**src/rtl/zx_key_serial_tx_pkg.sv**
```systemverilog
// zx_kbd_pkg: shared widths, special key addresses, event record and FSM state codes
// for the CH446Q-style keyboard serial link transmitter.
package zx_kbd_pkg;
    localparam int AX_W   = 4;
    localparam int AY_W   = 3;
    localparam int ADDR_W = AY_W + AX_W;
    localparam logic [ADDR_W-1:0] KEY_MAGIC = 7'h58;
    localparam logic [ADDR_W-1:0] KEY_RESET = 7'h68;
    localparam logic [ADDR_W-1:0] KEY_PAUSE = 7'h78;
    typedef struct packed {
        logic [ADDR_W-1:0] addr;
        logic              on;
    } key_evt_t;
    localparam logic [2:0] ST_IDLE     = 3'd0;
    localparam logic [2:0] ST_BIT_LO   = 3'd1;
    localparam logic [2:0] ST_BIT_HI   = 3'd2;
    localparam logic [2:0] ST_DAT_SET  = 3'd3;
    localparam logic [2:0] ST_STB_HI   = 3'd4;
    localparam logic [2:0] ST_STB_HOLD = 3'd5;
    localparam logic [2:0] ST_GAP      = 3'd6;
    function automatic logic [ADDR_W-1:0] key_addr(input logic [AY_W-1:0] ay, input logic [AX_W-1:0] ax);
        return {ay, ax};
    endfunction
endpackage

```
**src/rtl/zx_key_serial_tx_if.sv**
```systemverilog
// zx_key_serial_tx_if: key-event valid/ready port.
//   ev_valid/ev_addr/ev_on driven by the producer (master), ev_ready by the transmitter (slave).
interface zx_key_serial_tx_if;
    logic       ev_valid;
    logic       ev_ready;
    logic [6:0] ev_addr;
    logic       ev_on;
    modport master (output ev_valid, output ev_addr, output ev_on, input ev_ready);
    modport slave  (input ev_valid, input ev_addr, input ev_on, output ev_ready);
endinterface

```
**src/rtl/zx_key_serial_tx_fifo.sv**
```systemverilog
// zx_evt_fifo: synchronous FIFO of key events.
//   clk, rst_in (async active-low clear), flush (sync clear, beats push/pop),
//   push/wdata, pop/rdata (rdata shows the head combinationally), full, empty, count.
module zx_evt_fifo
    import zx_kbd_pkg::*;
#(
    parameter int DEPTH = 8
) (
    input  logic                   clk,
    input  logic                   rst_in,
    input  logic                   flush,
    input  logic                   push,
    input  logic                   pop,
    input  key_evt_t               wdata,
    output key_evt_t               rdata,
    output logic                   full,
    output logic                   empty,
    output logic [$clog2(DEPTH):0] count
);
    localparam int AW = $clog2(DEPTH);
    key_evt_t mem [DEPTH];
    logic [AW-1:0] wptr, rptr;
    logic do_push, do_pop;
    assign full    = count == (AW+1)'(DEPTH);
    assign empty   = count == '0;
    assign do_push = push && !full && !flush;
    assign do_pop  = pop && !empty && !flush;
    assign rdata   = mem[rptr];
    always_ff @(posedge clk or negedge rst_in) begin
        if (!rst_in) begin
            wptr  <= '0;
            rptr  <= '0;
            count <= '0;
        end else if (flush) begin
            wptr  <= '0;
            rptr  <= '0;
            count <= '0;
        end else begin
            wptr  <= wptr + AW'(do_push);
            rptr  <= rptr + AW'(do_pop);
            count <= count + (AW+1)'(do_push) - (AW+1)'(do_pop);
        end
    end
    always_ff @(posedge clk) begin
        if (do_push) mem[wptr] <= wdata;
    end
endmodule

```
**src/rtl/zx_key_serial_tx.sv**
```systemverilog
// zx_key_serial_tx: queues key-switch events and serialises each as a DAT/SK/STB frame.
//   clk, rst_in (async active-low), ev (valid/ready event port), flush (drop queued events),
//   busy, fifo_count (queued events), DAT/SK/STB (registered serial link to the CPLD).
module zx_key_serial_tx
    import zx_kbd_pkg::*;
#(
    parameter int CLK_DIV    = 4,
    parameter int FIFO_DEPTH = 8,
    parameter int GAP_TICKS  = 2
) (
    input  logic                        clk,
    input  logic                        rst_in,
    zx_key_serial_tx_if.slave           ev,
    input  logic                        flush,
    output logic                        busy,
    output logic [$clog2(FIFO_DEPTH):0] fifo_count,
    output logic                        DAT,
    output logic                        SK,
    output logic                        STB
);
    localparam int DW = CLK_DIV > 1 ? $clog2(CLK_DIV) : 1;
    localparam int GW = GAP_TICKS > 1 ? $clog2(GAP_TICKS) : 1;
    key_evt_t head, evt, evt_n;
    logic full, empty, pop, tick, frame_end;
    logic [2:0] st, st_n, bit_q, bit_n;
    logic [DW-1:0] div;
    logic [GW-1:0] gcnt, gcnt_n;
    zx_evt_fifo #(.DEPTH(FIFO_DEPTH)) u_fifo (
        .clk   (clk),
        .rst_in(rst_in),
        .flush (flush),
        .push  (ev.ev_valid),
        .pop   (pop),
        .wdata (key_evt_t'({ev.ev_addr, ev.ev_on})),
        .rdata (head),
        .full  (full),
        .empty (empty),
        .count (fifo_count)
    );
    assign ev.ev_ready = rst_in && !full;
    assign busy        = st != ST_IDLE || !empty;
    assign tick        = div == DW'(CLK_DIV - 1);
    // The last gap tick doubles as the next frame's pop so frames run back to back.
    assign frame_end   = st == ST_IDLE || (tick && st == ST_GAP && gcnt == GW'(GAP_TICKS - 1));
    always_comb begin
        st_n   = st;
        bit_n  = bit_q;
        gcnt_n = gcnt;
        pop    = 1'b0;
        if (frame_end) begin
            pop   = !empty && !flush;
            st_n  = pop ? ST_BIT_LO : ST_IDLE;
            bit_n = 3'd6;
        end else if (tick) begin
            case (st)
                ST_BIT_LO:   st_n = ST_BIT_HI;
                ST_BIT_HI: begin
                    st_n  = bit_q == 3'd0 ? ST_DAT_SET : ST_BIT_LO;
                    bit_n = bit_q == 3'd0 ? bit_q : bit_q - 3'd1;
                end
                ST_DAT_SET:  st_n = ST_STB_HI;
                ST_STB_HI:   st_n = ST_STB_HOLD;
                ST_STB_HOLD: begin
                    st_n   = ST_GAP;
                    gcnt_n = '0;
                end
                ST_GAP:      gcnt_n = gcnt + GW'(1);
                default:     st_n = ST_IDLE;
            endcase
        end
        evt_n = pop ? head : evt;
    end
    // Outputs are registered from the next state so each pin changes exactly on a tick boundary.
    always_ff @(posedge clk or negedge rst_in) begin
        if (!rst_in) begin
            st    <= ST_IDLE;
            bit_q <= '0;
            gcnt  <= '0;
            div   <= '0;
            evt   <= '0;
            DAT   <= 1'b0;
            SK    <= 1'b0;
            STB   <= 1'b0;
        end else begin
            st    <= st_n;
            bit_q <= bit_n;
            gcnt  <= gcnt_n;
            evt   <= evt_n;
            div   <= (st == ST_IDLE || tick) ? '0 : div + DW'(1);
            SK    <= st_n == ST_BIT_HI;
            STB   <= st_n == ST_STB_HI;
            DAT   <= (st_n == ST_BIT_LO || st_n == ST_BIT_HI) ? evt_n.addr[bit_n] :
                     (st_n == ST_DAT_SET || st_n == ST_STB_HI || st_n == ST_STB_HOLD) ? evt_n.on : 1'b0;
        end
    end
endmodule

```
**src/flat_wrapper.sv**
```systemverilog
// flat-port wrapper written by rule: the top's interface ports become plain ports
module zx_key_serial_tx_flat import zx_kbd_pkg::*;
#(
    parameter int CLK_DIV    = 4,
    parameter int FIFO_DEPTH = 8,
    parameter int GAP_TICKS  = 2
)
  (clk, rst_in, flush, busy, fifo_count, DAT, SK, STB, ev_ev_valid, ev_ev_addr, ev_ev_on, ev_ev_ready);
  zx_key_serial_tx_if ev_i ();
  input  logic clk;
  input  logic rst_in;
  input  logic flush;
  output logic busy;
  output logic [$clog2(FIFO_DEPTH):0] fifo_count;
  output logic DAT;
  output logic SK;
  output logic STB;
  input wire logic [$bits(ev_i.ev_valid)-1:0] ev_ev_valid;
  input wire logic [$bits(ev_i.ev_addr)-1:0] ev_ev_addr;
  input wire logic [$bits(ev_i.ev_on)-1:0] ev_ev_on;
  output wire logic [$bits(ev_i.ev_ready)-1:0] ev_ev_ready;
  assign ev_i.ev_valid = ev_ev_valid;
  assign ev_i.ev_addr = ev_ev_addr;
  assign ev_i.ev_on = ev_ev_on;
  assign ev_ev_ready = ev_i.ev_ready;
  zx_key_serial_tx #(.CLK_DIV(CLK_DIV), .FIFO_DEPTH(FIFO_DEPTH), .GAP_TICKS(GAP_TICKS)) u_core (.clk(clk), .rst_in(rst_in), .ev(ev_i), .flush(flush), .busy(busy), .fifo_count(fifo_count), .DAT(DAT), .SK(SK), .STB(STB));
endmodule
```
**config.mk**
```make
export PLATFORM = sky130hd
export DESIGN_NAME = zx_key_serial_tx_flat
export DESIGN_NICKNAME = d
export VERILOG_FILES = /design/src/rtl/zx_key_serial_tx_pkg.sv /design/src/rtl/zx_key_serial_tx_if.sv /design/src/rtl/zx_key_serial_tx_fifo.sv /design/src/rtl/zx_key_serial_tx.sv /design/src/flat_wrapper.sv
export SDC_FILE = /design/constraint.sdc
export NUM_CORES = 1
export LEC_CHECK = 0
export ABC_CLOCK_PERIOD_IN_PS = 4900
export BUFFER_PORTS_ARGS = -buffer_cell sky130_fd_sc_hd__buf_4
export CAP_MARGIN = 30
export CORE_AREA = 4 4 90 92
export CTS_BUF_LIST = sky130_fd_sc_hd__clkbuf_16
export CTS_CLUSTER_SIZE = 14
export DETAILED_ROUTE_END_ITERATION = 16
export DIE_AREA = 0 0 94 96
export GPL_TIMING_DRIVEN = 1
export PLACE_DENSITY_LB_ADDON = 0.05
export RECOVER_POWER = 100
export SYNTH_ARGS = -nofsm -noshare
export SYNTH_HDL_FRONTEND = slang
export SYNTH_HIERARCHICAL = 1
export SYNTH_SLANG_ARGS = --single-unit
```
**constraint.sdc**
```tcl
create_clock -name clk -period 4.9 [get_ports clk]
set_input_delay 0.98 -clock clk [delete_from_list [all_inputs] [get_ports clk]]
set_output_delay 0.98 -clock clk [all_outputs]
set_load 0.02 [all_outputs]
```
==> flow_summary.json <==
{
  "antenna_found_initial": 0,
  "post-cts-setup-buffers": 0,
  "criticalPathCategory": "in -> out",
  "synth_compound_area_share_pct": 4.37,
  "final.min_clock_period_ps": 3590,
  "cp.required_ps": 3920,
  "worstRegToRegCells": 11,
  "vdd_drop_max_uv": 230,
  "overflow": 0,
  "drive_gt1_share_pct": 10.6,
  "worstSetupEndpointType": "output pin",
  "status": "complete, but fails checks",
  "synthesis.nets": 301,
  "max_freq_ghz": 0.278,
  "synth_xor_area_share_pct": 1.20,
  "synth.distinct_cells": 50,
  "die_w_um": 94,
  "syn_avg_cell_area_sq_um": 15.6,
  "initial_core_util_pct": 59.2,
  "grt_pass1_vias": 2272,
  "fin_util_pct": 64.8,
  "die_y_um": 96,
  "track_usage_pct": 17.9,
  "insertedDiodeCount": 0,
  "cts_resized": 0,
  "io_buffers": 20,
  "path_clk_slew_ps": 60,
  "min_to": "u_core/div[0]",
  "hold_viol_final": 0,
  "root_buffer": "clkbuf_16",
  "p_per_area_nw_per_um2": 469,
  "max-cap-violations": 1,
  "drt-pass1-iter-count": 4,
  "worst_setup_path_start_kind": "input pin",
  "drtIter0Drc": 138,
  "synth_top_family_by_area": "multiplexers",
  "crit_family": "buffers and inverters",
  "reg2reg_to": "u_core/u_fifo/count[2]",
  "yosysTopAreaCell": "edfxtp_1",
  "async_reset_ff_share_pct": 31.9,
  "clock-sinks": 94,
  "dieArea_sq_um": 9020,
  "cts_tree": "done",
  "drt_wl_total_um": 7190,
  "min_from": "u_core/div[0]",
  "clockBufferDepth": 2,
  "p_leak_nw": 1.75,
  "seq_area_frac_synth_pct": 62.6,
  "fin_skew_ps": 5.41,
  "syn_to_final_growth_pct": 9.41,
  "setup_tns_ps": 0,
  "crit_slowest_cell": "clkbuf_1",
  "post-synth-top-count-cell": "edfxtp_1",
  "cp.arrival_ps": 2610,
  "rrSetupSlack_ps": 1800,
  "ys.flop_type": "edfxtp_1",
  "io_pins": 21,
  "hold_depth": 1,
  "yosys-top-cells-area": "edfxtp_1, dfrtp_1, mux4_1, ha_1, nand2_1",
  "vias": 2237,
  "totalPowerFinal_w": 0.00219,
  "grt_pass1_wl_um": 11700,
  "vias_per_cell": 5.56,
  "hpwl_um": 4630,
  "violations": "capacitance limit, slew limit",
  "drc": 0,
  "cts-htree-levels": 3,
  "core_area_sq_um": 7210,
  "wl_per_cell_um": 17.9,
  "ys_seq_elements": 94,
  "hold_buffers": 0,
  "muxShareOfSynthArea_pct": 13.5,
  "drv_slew": 32,
  "ant_nets": 0,
  "cts_buffers": 9,
  "yosys.area.top_type_share_pct": 45.0,
  "crit_fanout": 31,
  "timing.critical_path.mode_cell": "clkbuf_1",
  "rsz0062_at_grt": "no",
  "place.gp.congestion": 0.787,
  "max-slew-margin-rel_pct": -7.95,
  "path_cells": "clkbuf_1, nor2b_1, clkbuf_1",
  "cp_slowest_stage_delay_ps": 1140,
  "worstReg2RegStart": "u_core/div[0]",
  "fin_crit_sh_pct": 73.4,
  "yosys.area_share.simple_pct": 10.7,
  "num_rows": 31,
  "synthAdderAreaFrac_pct": 4.57,
  "critPathBufInv": 2,
  "finalNetCount": 325,
  "clock_latency_ps": 330,
  "synth_warnings": 6,
  "finalSetupViolCount": 0,
  "netlist_instances": 274,
  "syn-cell-area_sq_um": 4270,
  "grt_max_degree": 32,
  "worst_hold_path_type": "reg -> reg",
  "synthTopCellsByCount": "edfxtp_1, dfrtp_1, nand2_1",
  "synth_edf_count": 64,
  "tightest_slew_ps": 1620
}
[registers in the layout, indices dropped and copies added (netlist names)]
name and cells:
u_core/u_fifo/rptr 3, u_core/gcnt 1, u_core/DAT 1, u_core/evt 8, u_core/SK 1, u_core/u_fifo/mem 64
u_core/STB 1, u_core/u_fifo/wptr 3, u_core/st 3, u_core/div 2, u_core/u_fifo/count 4, u_core/bit_q 3
[worst reg2reg max path: cells and delay by family (launching register included)]
kind,cells,cell delay [ps]
AND/OR/NAND/NOR,3,610
AO/OA/AOI/OAI,1,320
adder cells (fa/ha/maj),4,1270
XOR/XNOR,1,160
buffers and inverters,2,230
flip-flops,1,380
[power breakdown]
group / internal, W / switching, W / total [W]
Sequential: 0.000943 / 0.0000767 / 0.00102
Combinational: 0.000205 / 0.000279 / 0.000484
Clock: 0.000397 / 0.000291 / 0.000688
[routing by layer]
metal / GRT usage, % / vias up / share of wire [%]
met5: 0 / - / 0
met4: 8.06 / 0 / 2.2
met3: 2.89 / 10 / 5.4
met2: 25.8 / 45 / 45
met1: 26.8 / 1111 / 47
li1: - / 1071 / -
[stage by stage]
stage,hold WS [ps],std cells,area (sq um),setup WS (ps)
2_1_floorplan,415,274,4270,2030
3_3_place_gp,425,386,4480,1720
3_5_place_dp,438,386,4480,1680
4_1_cts,447,402,4780,1880
5_1_grt,472,402,4670,969
6_report,439,402,4670,1310
[placed cells by master (no fill, tap or decap), types with 2 or more instances in the layout]
cell type  count
edfxtp_1      64
dfrtp_1       30
nand2_1       29
clkbuf_1      21
nor2_1        15
mux4_1        15
inv_1         14
ha_1          14
clkbuf_16      9
nor2b_1        9
nor3_1         6
nand3_1        6
mux2_1         6
a21oi_1        5
o21ai_0        4
mux2i_1        4
mux2_2         4
nor3b_1        3
nand3b_1       3
xnor2_1        3
nand2b_1       3
clkinv_4       2
inv_6          2
inv_2          2
o211ai_1       2
or3b_2         2
[area by class of cell]
cell class	count	area, sq um
multi-input combinational	156	1440
tap	99	124
fill	585	2540
clock inverter	7	72.6
clock buffer	9	225
timing repair buffer	22	86.3
sequential	94	2670
inverter	15	56.3
[worst max-delay path by stage]
stage                             start                      to  slack, ps  cells after the start
after floorplan                   flush  u_core/u_fifo/count[1]       2030                      9
after global placement            flush  u_core/u_fifo/count[1]       1720                     10
after detailed placement          flush  u_core/u_fifo/count[1]       1680                     10
after CTS                 u_core/div[0]  u_core/u_fifo/count[2]       1880                     11
after global routing             rst_in             ev_ev_ready        970                      3
final                            rst_in             ev_ev_ready       1310                      3
[cells by family (layout without fill, tap and decap cells)]
family / Yosys count / after routing
compound gates: 22 / 22
xor+xnor: 5 / 5
fa+ha+maj: 15 / 15
buf+inv: 24 / 53
flops: 94 / 94
mux: 30 / 30
simple gates: 84 / 84
Note: power is estimated with default switching activity, not from simulation.
